`config.mk`:
```
export PLATFORM = sky130hd
export DESIGN_NAME = soc_ahb3_sram_sp_bridge
export DESIGN_NICKNAME = d
export VERILOG_FILES = /design/src/rtl/soc_ahb3_pkg.sv /design/src/rtl/soc_ahb3_sram_lane_decode.sv /design/src/rtl/soc_ahb3_sram_sp_bridge.sv
export SDC_FILE = /design/constraint.sdc
export NUM_CORES = 1
export LEC_CHECK = 0
export ABC_AREA = 0
export BUFFER_PORTS_ARGS = -buffer_cell sky130_fd_sc_hd__buf_2
export CAP_MARGIN = 10
export CORE_MARGIN = 4
export CORE_UTILIZATION = 38
export CTS_BUF_LIST = sky130_fd_sc_hd__clkbuf_2 sky130_fd_sc_hd__clkbuf_4 sky130_fd_sc_hd__clkbuf_8
export DETAILED_ROUTE_END_ITERATION = 16
export PLACE_DENSITY = 0.87
export SKIP_LAST_GASP = 1
export SLEW_MARGIN = 20
export SYNTH_ARGS = -nofsm -noshare
export SYNTH_HDL_FRONTEND = slang
export SYNTH_SLANG_ARGS = --single-unit
```
`constraint.sdc`:
```
create_clock -name clk -period 2.1 [get_ports clk]
set_input_delay 0.315 -clock clk [delete_from_list [all_inputs] [get_ports clk]]
set_output_delay 0.315 -clock clk [all_outputs]
set_load 0.05 [all_outputs]
```
`src/rtl/soc_ahb3_pkg.sv`:
```
// ---------------------------------------------------------------------------
// soc_ahb3_pkg
// Shared AHB3-Lite encodings and the SRAM bridge state type.
//   HTRANS_*  : transfer type encodings
//   HSIZE_*   : transfer size encodings (byte/halfword/word)
//   HRESP_*   : response encodings
//   bridge_state_e : soc_ahb3_sram_sp_bridge FSM states
// ---------------------------------------------------------------------------
package soc_ahb3_pkg;

   localparam logic [1:0] HTRANS_IDLE   = 2'b00;
   localparam logic [1:0] HTRANS_BUSY   = 2'b01;
   localparam logic [1:0] HTRANS_NONSEQ = 2'b10;
   localparam logic [1:0] HTRANS_SEQ    = 2'b11;

   localparam logic [2:0] HSIZE_BYTE  = 3'b000;
   localparam logic [2:0] HSIZE_HWORD = 3'b001;
   localparam logic [2:0] HSIZE_WORD  = 3'b010;

   localparam logic HRESP_OKAY  = 1'b0;
   localparam logic HRESP_ERROR = 1'b1;

   typedef enum logic [2:0] {
      ST_IDLE,
      ST_RD,
      ST_WR,
      ST_WR_STALL,
      ST_ERR1,
      ST_ERR2
   } bridge_state_e;

endpackage

```
`src/rtl/soc_ahb3_sram_lane_decode.sv`:
```
// ---------------------------------------------------------------------------
// soc_ahb3_sram_lane_decode
// Combinational little-endian byte-lane decode for an AHB transfer.
//   hsize_i    : HSIZE of the address phase
//   addr_lo_i  : HADDR[1:0]
//   sel_o      : byte-lane selects (zero when the size is illegal)
//   misalign_o : address not aligned to the transfer size
//   size_err_o : transfer wider than the data bus
// ---------------------------------------------------------------------------
module soc_ahb3_sram_lane_decode
   import soc_ahb3_pkg::*;
#(
   parameter int XLEN = 32
) (
   input  logic [2:0]          hsize_i,
   input  logic [1:0]          addr_lo_i,
   output logic [XLEN/8-1:0]   sel_o,
   output logic                misalign_o,
   output logic                size_err_o
);

   localparam int SW  = XLEN / 8;
   localparam int LSW = $clog2(SW);

   logic [1:0] amask;
   int         off;

   always_comb begin
      size_err_o = (int'(hsize_i) > LSW);
      case (hsize_i)
         HSIZE_BYTE:  amask = 2'b00;
         HSIZE_HWORD: amask = 2'b01;
         HSIZE_WORD:  amask = 2'b11;
         default:     amask = 2'b00;
      endcase
      misalign_o = (|(addr_lo_i & amask)) & ~size_err_o;
      // Byte offset within the bus word; a lane is selected when it falls in
      // the same size-aligned block as the offset.
      off = int'(addr_lo_i) & (SW - 1);
      for (int i = 0; i < SW; i++) begin
         sel_o[i] = ~size_err_o && ((i >> hsize_i) == (off >> hsize_i));
      end
   end

endmodule

```
`src/rtl/soc_ahb3_sram_sp_bridge.sv`:
```
// ---------------------------------------------------------------------------
// soc_ahb3_sram_sp_bridge
// AHB3-Lite slave in front of a single-port SRAM with 1-cycle read latency.
//   clk, rst          : clock, asynchronous active-high reset
//   HSEL..HREADY      : AHB3-Lite slave inputs (HBURST/HPROT/HMASTLOCK ignored)
//   HRDATA/HREADYOUT/HRESP : AHB3-Lite slave outputs
//   sram_ce/we/oe/waddr/din/sel : SRAM control, word address, data, byte lanes
//   sram_dout         : SRAM read data, valid the cycle after a read strobe
// Reads issue in the address phase (zero wait). Writes issue in the data
// phase from a registered address; a read arriving during a write data phase
// is held for one cycle (WR_STALL). Illegal transfers get a 2-cycle ERROR.
// ---------------------------------------------------------------------------
module soc_ahb3_sram_sp_bridge
   import soc_ahb3_pkg::*;
#(
   parameter int          PLEN          = 32,
   parameter int          XLEN          = 32,
   parameter int          WORD_AW       = PLEN - ((XLEN / 8) >> 1),
   parameter int unsigned MEM_SIZE_BYTE = 'h10000
) (
   input  logic                clk,
   input  logic                rst,
   input  logic                HSEL,
   input  logic [PLEN-1:0]     HADDR,
   input  logic [XLEN-1:0]     HWDATA,
   input  logic                HWRITE,
   input  logic [2:0]          HSIZE,
   input  logic [2:0]          HBURST,
   input  logic [3:0]          HPROT,
   input  logic [1:0]          HTRANS,
   input  logic                HMASTLOCK,
   input  logic                HREADY,
   output logic [XLEN-1:0]     HRDATA,
   output logic                HREADYOUT,
   output logic                HRESP,
   output logic                sram_ce,
   output logic                sram_we,
   output logic                sram_oe,
   output logic [WORD_AW-1:0]  sram_waddr,
   output logic [XLEN-1:0]     sram_din,
   output logic [XLEN/8-1:0]   sram_sel,
   input  logic [XLEN-1:0]     sram_dout
);

   localparam int             SW      = XLEN / 8;
   localparam int             AW_OFF  = SW >> 1;
   localparam logic [PLEN:0]  MEM_LIM = (PLEN + 1)'(MEM_SIZE_BYTE);

   bridge_state_e      state_q, state_d;
   logic [WORD_AW-1:0] waddr_q, waddr_d;
   logic [SW-1:0]      sel_q, sel_d;

   logic [SW-1:0]      dec_sel;
   logic               dec_misalign, dec_size_err, dec_range_err, dec_err;
   logic [WORD_AW-1:0] haddr_word;
   logic               active, acc, can_acc, take;
   logic               collide, rd_take, wr_take, err_take, rd_issue;

   logic unused_in;
   assign unused_in = ^{HBURST, HPROT, HMASTLOCK};

   soc_ahb3_sram_lane_decode #(.XLEN(XLEN)) u_dec (
      .hsize_i    (HSIZE),
      .addr_lo_i  (HADDR[1:0]),
      .sel_o      (dec_sel),
      .misalign_o (dec_misalign),
      .size_err_o (dec_size_err)
   );

   assign dec_range_err = ({1'b0, HADDR} >= MEM_LIM);
   assign dec_err       = dec_size_err | dec_misalign | dec_range_err;
   assign haddr_word    = WORD_AW'(HADDR >> AW_OFF);

   // Reset gates acceptance so no SRAM strobe can leak out while rst is high.
   assign active = HSEL & ((HTRANS == HTRANS_NONSEQ) | (HTRANS == HTRANS_SEQ)) & ~rst;
   assign acc    = active & HREADY;

   // During a write data phase this slave owns HREADY, so the collision is
   // detected without HREADY to avoid a combinational loop through the bus.
   assign collide  = (state_q == ST_WR) & active & ~HWRITE & ~dec_err;
   assign can_acc  = ((state_q == ST_IDLE) | (state_q == ST_RD) |
                      (state_q == ST_WR)   | (state_q == ST_ERR2)) & ~collide;
   assign take     = acc & can_acc;
   assign rd_take  = take & ~dec_err & ~HWRITE;
   assign wr_take  = take & ~dec_err &  HWRITE;
   assign err_take = take &  dec_err;
   // WR_STALL replays the held read; HADDR is stable while HREADY was low.
   assign rd_issue = rd_take | (state_q == ST_WR_STALL);

   // State register
   always_ff @(posedge clk or posedge rst) begin
      if (rst) state_q <= ST_IDLE;
      else     state_q <= state_d;
   end

   always_ff @(posedge clk or posedge rst) begin
      if (rst) begin
         waddr_q <= '0;
         sel_q   <= '0;
      end else begin
         waddr_q <= waddr_d;
         sel_q   <= sel_d;
      end
   end

   // Next-state logic
   always_comb begin
      state_d = state_q;
      waddr_d = waddr_q;
      sel_d   = sel_q;
      case (state_q)
         ST_ERR1:     state_d = ST_ERR2;
         ST_WR_STALL: state_d = ST_RD;
         default: begin
            if (collide)       state_d = ST_WR_STALL;
            else if (err_take) state_d = ST_ERR1;
            else if (wr_take)  state_d = ST_WR;
            else if (rd_take)  state_d = ST_RD;
            else               state_d = ST_IDLE;
         end
      endcase
      if (wr_take) begin
         waddr_d = haddr_word;
         sel_d   = dec_sel;
      end
   end

   // Output logic
   always_comb begin
      HREADYOUT  = 1'b1;
      HRESP      = HRESP_OKAY;
      HRDATA     = '0;
      sram_ce    = 1'b0;
      sram_we    = 1'b0;
      sram_oe    = 1'b0;
      sram_waddr = '0;
      sram_din   = '0;
      sram_sel   = '0;
      case (state_q)
         ST_RD: HRDATA = sram_dout;
         ST_WR: begin
            sram_ce    = 1'b1;
            sram_we    = 1'b1;
            sram_waddr = waddr_q;
            sram_din   = HWDATA;
            sram_sel   = sel_q;
            if (collide) HREADYOUT = 1'b0;
         end
         ST_ERR1: begin
            HREADYOUT = 1'b0;
            HRESP     = HRESP_ERROR;
         end
         ST_ERR2: HRESP = HRESP_ERROR;
         default: ;
      endcase
      // Never overlaps the WR strobe: a read during WR is a collision.
      if (rd_issue) begin
         sram_ce    = 1'b1;
         sram_oe    = 1'b1;
         sram_waddr = haddr_word;
         sram_sel   = dec_sel;
      end
   end

endmodule

```
**Word level (Yosys, flattened, before mapping)**

Index checks and enable logic that the tools add are counted.

- Register bits: 37
- Logic and storage cells: 74

- Magnitude comparators: 2
- Reductions and logical operators: 7
- Shift-type cells: 5
- Bitwise gates (word level): 26
- Equality and inequality tests: 13
- Mux-type cells: 18

Operators with widths:

| kind | count |
|---|---|
| $eq A32 B32 Y1 | 4 |
| $mux W32 | 2 |
| $shr A1 B3 Y32 const A | 2 |
| $shr A2 B3 Y32 const A | 2 |
| $mux W30 | 2 |
| $ge A32 B17 Y1 const B | 1 |
| $shr A2 B3 Y32 | 1 |
| $and A1 B1 Y1 | 13 |
| $eq A3 B2 Y1 const B | 3 |
| $mux W4 | 2 |
| $or A1 B1 Y1 | 7 |
| $eq A3 B1 Y1 const B | 2 |
| $eq A3 B3 Y1 const B | 2 |
| $mux W1 | 6 |
| $mux W3 | 2 |
| $pmux W3 S2 | 1 |
| $not A1 Y1 | 5 |
| $eq A2 B2 Y1 const B | 2 |
| $logic_and A1 B1 Y1 | 4 |
| $pmux W2 S2 | 1 |
| $reduce_or A2 Y1 | 2 |
| $gt A3 B2 Y1 const B | 1 |
| $logic_not A3 Y1 | 1 |
| $and A2 B2 Y2 | 1 |
| other kinds (2) | 2 |

**Longest topological paths before layout**

- Word-level depth: 19
- Depth in mapped cells: 6
- Gate-level depth less buffers: 4

**Modules after synthesis**

A second synthesis with hierarchy kept.

- Cell total of the unflattened synthesis: 239
- Area total of the unflattened synthesis: 2389.8 um2

Modules (own cells, without submodules):

| module | seq. area each (um2) | area an instance (um2) | cells each | times used |
|---|---|---|---|---|
| soc_ahb3_sram_sp_bridge | 925.9 | 2307.2 | 223 | 1 |
| soc_ahb3_sram_lane_decode | 0.0 | 82.6 | 16 | 1 |

**Worst setup path before layout**

OpenSTA, ideal clock, no wires.

- Kind: input-to-output
- Start: input HADDR[30]
- End: output sram_sel[2]
- Buffers on the path: 1
- Required time: 1.785 ns
- Cell stages on the path: 5
- Slack: -0.574 ns
- Data arrival time: 2.359 ns
- Path through: nor4_2 and4_1 nand3_1 clkbuf_1 o31ai_1

- Word-level cells in the longest chain between the ends: 11

RTL lines:

| item | RTL line | source |
|---|---|---|
| start, declared | soc_ahb3_sram_sp_bridge.sv:24 | `input logic [PLEN-1:0] HADDR,` |
| $ge A32 B17 Y1 (*) | soc_ahb3_sram_sp_bridge.sv:70 | `assign dec_range_err = ({1'b0, HADDR} >= MEM_LIM);` |
| $or A1 B1 Y1 (*) | soc_ahb3_sram_sp_bridge.sv:71 | `assign dec_err = dec_size_err \| dec_misalign \| dec_range_err;` |
| $not A1 Y1 (*) | soc_ahb3_sram_sp_bridge.sv:80, soc_ahb3_sram_sp_bridge.sv:84 |  |
| $and A1 B1 Y1 | soc_ahb3_sram_sp_bridge.sv:80 | `assign collide = (state_q == ST_WR) & active & ~HWRITE & ~dec_err;` |
| $not A1 Y1 | soc_ahb3_sram_sp_bridge.sv:82 | `(state_q == ST_WR) \| (state_q == ST_ERR2)) & ~collide;` |
| $and A1 B1 Y1 | soc_ahb3_sram_sp_bridge.sv:82 |  |
| $and A1 B1 Y1 | soc_ahb3_sram_sp_bridge.sv:83 | `assign take = acc & can_acc;` |
| $and A1 B1 Y1 (*) (2 in a row) | soc_ahb3_sram_sp_bridge.sv:84 | `assign rd_take = take & ~dec_err & ~HWRITE;` |
| $or A1 B1 Y1 (*) | soc_ahb3_sram_sp_bridge.sv:88 | `assign rd_issue = rd_take \| (state_q == ST_WR_STALL);` |
| $mux W4 (*) | soc_ahb3_sram_sp_bridge.sv:157 | `if (rd_issue) begin` |
| end, declared | soc_ahb3_sram_sp_bridge.sv:41 | `output logic [XLEN/8-1:0] sram_sel,` |

Every way passes the cells marked *; elsewhere a longest branch is shown, timed or not.

**Worst setup path after layout**

- Start: input HADDR[20]
- End: output sram_sel[0]

The elaborated chain is that of the path after synthesis.

==> impl_metrics.sql <==
INSERT INTO impl_metrics (metric_group, metric, value, unit) VALUES
('worst_setup_path', 'crit_path_end_kind', 'primary output', ''),
('clock_network', 'clk_pin_slew', '0.07', 'ns'),
('layout', 'final.fill_count', '534', ''),
('pwr', 'peakVddDrop', '0.428', 'mV'),
('synthesis', 'syn-instance-count', '279', ''),
('floorplan', 'chipWidth', '90.2', 'um'),
('worst_setup_path', 'data_required_time_at_the_worst_endpoint', '1.78', 'ns'),
('global_routing', 'initial_antenna_violation_count', '0', ''),
('clock_network', 'clkLatencyLatePin', '0.28', 'ns'),
('routing', 'ant_nets', '0', ''),
('floorplan', 'initial_core_util', '39.8', '%'),
('routing', 'vias', '2934', ''),
('worst_setup_path', 'critical_path.startpoint_type', 'primary input', ''),
('clock_network', 'numCtsBuffers', '5', ''),
('routing', 'route.detailed.wl_per_inst', '16.1', 'um'),
('layout', 'ant_cells', '0', ''),
('global_routing', 'grtUsageTotal', '21.6', '%'),
('placement', 'placement.setup.worst_slack', '-0.0726', 'ns'),
('sta', 'clock-skew-final', '0.00223', 'ns'),
('sta', 'fin_crit_sh', '99.2', '%'),
('floorplan', 'die_area', '8140', 'um2'),
('global_routing', 'overflow', '0', ''),
('synthesis', 'postSynthAreaPerCell', '9.21', 'um2'),
('worst_setup_path', 'worst-r2r-setup-slack', '0.28', 'ns'),
('layout', 'most-common-layout-cells', '139 x sky130_fd_sc_hd__buf_2, 64 x sky130_fd_sc_hd__and2_1, 43 x sky130_fd_sc_hd__buf_4', ''),
('routing', 'drc', '0', ''),
('routing', 'firstDrtPassIters', '4', ''),
('worst_setup_path', 'reg2reg_from', 'state_q[1]', ''),
('sta', 'timing.final.max_slew_violations', '0', ''),
('floorplan', 'chipHeight', '90.2', 'um'),
('min_path', 'worst_hold_path_type', 'primary input to async pin', ''),
('floorplan', 'rows', '29', ''),
('global_routing', 'first_global_vias', '2842', ''),
('floorplan', 'design.portCount', '217', ''),
('sta', 'worst_slew_pin_slew', '0.475', 'ns'),
('synthesis', 'yosys.cell_types.count', '43', ''),
('routing', 'route.final.wire_length', '9230', 'um'),
('sta', 'max_clock_freq', '0.480', 'GHz'),
('synthesis', 'asyncSetResetFlopFracSynth', '100', '%'),
('worst_setup_path', 'critPathMaxFanout', '21', ''),
('pwr', 'cellPowerDensity', '558', 'nW/um2'),
('sta', 'rsz_0062_raised_after_global_routing', 'yes', ''),
('synthesis', 'synth.yosys.warnings', '0', ''),
('clock_network', 'cts_htree_levels', '2', ''),
('run', 'cap_viol_max_count', '0', ''),
('floorplan', 'core', '6460', 'um2'),
('sta', 'hold_violations', '0', ''),
('pwr', 'static_leakage_power', '0.00228', 'uW'),
('global_routing', 'grt_first_pass_wirelength', '14600', 'um'),
('placement', 'post-dp-hpwl', '6940', 'um'),
('routing', 'detailedRoute.firstIterationViolations', '93', ''),
('clock_network', 'tritoncts', 'built', ''),
('clock_network', 'sinks_on_the_clock_net', '37', ''),
('placement', 'gp_routability_congestion', '0.882', ''),
('sta', 'finalWorstSetupSlack', '0.0173', 'ns'),
('layout', 'layout-drive-gt1-share', '55.4', '%'),
('sta', 'timing.max_slew.rel_slack', '68.3', '%'),
('global_routing', 'grt_max_degree', '38', ''),
('synthesis', 'synth_edf_count', '0', ''),
('worst_setup_path', 'worst_r2r_path_depth', '5', ''),
('routing', 'viasPerCell', '5.13', ''),
('sta', 'finalSetupViolCount', '0', ''),
('layout', 'final_core_util', '66.3', '%'),
('clock_network', 'ctsRootBufferMaster', 'sky130_fd_sc_hd__clkbuf_8', ''),
('layout', 'layout.nets', '609', ''),
('synthesis', 'ys_ff_latch', '37', ''),
('placement', 'numPortBuffers', '207', ''),
('worst_setup_path', 'criticalPathCategory', 'primary input to primary output', ''),
('synthesis', 'synth-seq-area-share', '36.0', '%'),
('synthesis', 'synth_nets', '393', ''),
('synthesis', 'synthFlopType', 'sky130_fd_sc_hd__dfrtp_1', ''),
('worst_setup_path', 'cp.arrival', '1.77', 'ns'),
('status', 'outcome', 'complete, no violations', ''),
('clock_network', 'clock_path_buffers', '2', ''),
('synthesis', 'syn-cell-area', '2570', 'um2'),
('worst_setup_path', 'crit-reg2reg-capture', 'waddr_q[12]', ''),
('layout', 'areaGrowthSynthToFinish', '66.7', '%'),
('sta', 'layout_min_cycle_time', '2.08', 'ns'),
('layout', 'final_common_cell', 'sky130_fd_sc_hd__buf_2', '');
[Yosys cell counts, types with 3 or more instances]
cell type                  instances  share of area [%]
sky130_fd_sc_hd__dfrtp_1          37                 36
sky130_fd_sc_hd__a22oi_1          16                4.7
sky130_fd_sc_hd__mux2_2            4                1.8
sky130_fd_sc_hd__mux2_4           10                5.8
sky130_fd_sc_hd__nor2b_1          21                5.1
sky130_fd_sc_hd__nor2_1            8                1.2
sky130_fd_sc_hd__a22o_1           16                5.5
sky130_fd_sc_hd__and2_1           64                 16
sky130_fd_sc_hd__inv_1             5               0.73
sky130_fd_sc_hd__nand2_1          20                2.9
sky130_fd_sc_hd__nand4_1           4               0.97
sky130_fd_sc_hd__o21a_1            3               0.88
sky130_fd_sc_hd__o21ai_0          17                3.3
sky130_fd_sc_hd__clkbuf_1         16                2.3
[critical path: stages]
cell and delay, ns:
sky130_fd_sc_hd__buf_2 0.12, sky130_fd_sc_hd__nor4_4 0.30, sky130_fd_sc_hd__and4_1 0.27, sky130_fd_sc_hd__nand3_1 0.13
sky130_fd_sc_hd__buf_12 0.19, sky130_fd_sc_hd__o31ai_2 0.25, sky130_fd_sc_hd__buf_6 0.20
[worst max-delay path by stage]
stage / startpoint / to / slack, ns / cells after the start
3_3_place_gp: HADDR[20] / sram_sel[0] / -0.06 / 7
4_1_cts: state_q[1] / sram_sel[2] / 0.002 / 6
2_1_floorplan: HADDR[30] / sram_oe / -0.20 / 5
6_report: HADDR[20] / sram_sel[0] / 0.02 / 7
5_1_grt: HADDR[20] / sram_sel[0] / -0.06 / 7
3_5_place_dp: HADDR[20] / sram_sel[0] / -0.07 / 7
[sequential cells by signal, summed over array words and instances, names as in the netlist]
signal,count
state_q,3
sel_q,4
waddr_q,30
[kinds of logic (layout without fill, tap and decap cells)]
family	Yosys count	after routing	share of synthesized area, %
compound gates	68	68	19.2
simple gates	131	131	30.9
flops	37	37	36.0
mux	18	18	9.25
buf+inv	25	241	4.58
[cell type report]
| type | count | area, um2 | area share [%] |
|---|---|---|---|
| Sequential cell | 37 | 930 | 21.7 |
| Tap cell | 77 | 96.3 | 2.25 |
| Timing Repair Buffer | 229 | 1530 | 35.6 |
| Inverter | 5 | 18.8 | 0.438 |
| Clock buffer | 7 | 90.1 | 2.10 |
| Multi-Input combinational cell | 217 | 1620 | 37.9 |
[repair_timing]
item,CTS,global route
pin swaps,1,2
gates cloned,1,0
endpoints found under the setup margin,54,70
gates resized for setup,55,51
hold buffers,0,0
hold endpoints to repair,0,0
buffers inserted,2,2
[routing by layer]
layer,vias to the layer above,global-route usage [%],wire length [um]
met2,112,40.3,5020
li1,1411,-,-
met4,0,4.46,134
met5,-,0,0
met1,1399,25.0,3490
met3,12,5.01,579
[power breakdown]
| group | internal [uW] | switching (uW) |
|---|---|---|
| registers | 731 | 23.1 |
| logic | 342 | 786 |
| clock network | 273 | 233 |
[per-stage QoR]
| stage | power (uW) | cells | setup TNS, ns | hold WS (ns) | cell area (um2) |
|---|---|---|---|---|---|
| floorplan | 1510 | 279 | -3.31 | 0.450 | 2600 |
| global placement | 1820 | 560 | -0.126 | 0.468 | 3840 |
| detailed placement | 1840 | 560 | -0.174 | 0.486 | 3840 |
| CTS | 2370 | 570 | 0 | 0.185 | 4100 |
| global route | 2510 | 572 | -0.857 | 0.232 | 4280 |
| finish | 2390 | 572 | 0 | 0.168 | 4280 |
No activity file was read; power rests on OpenSTA's default activity.
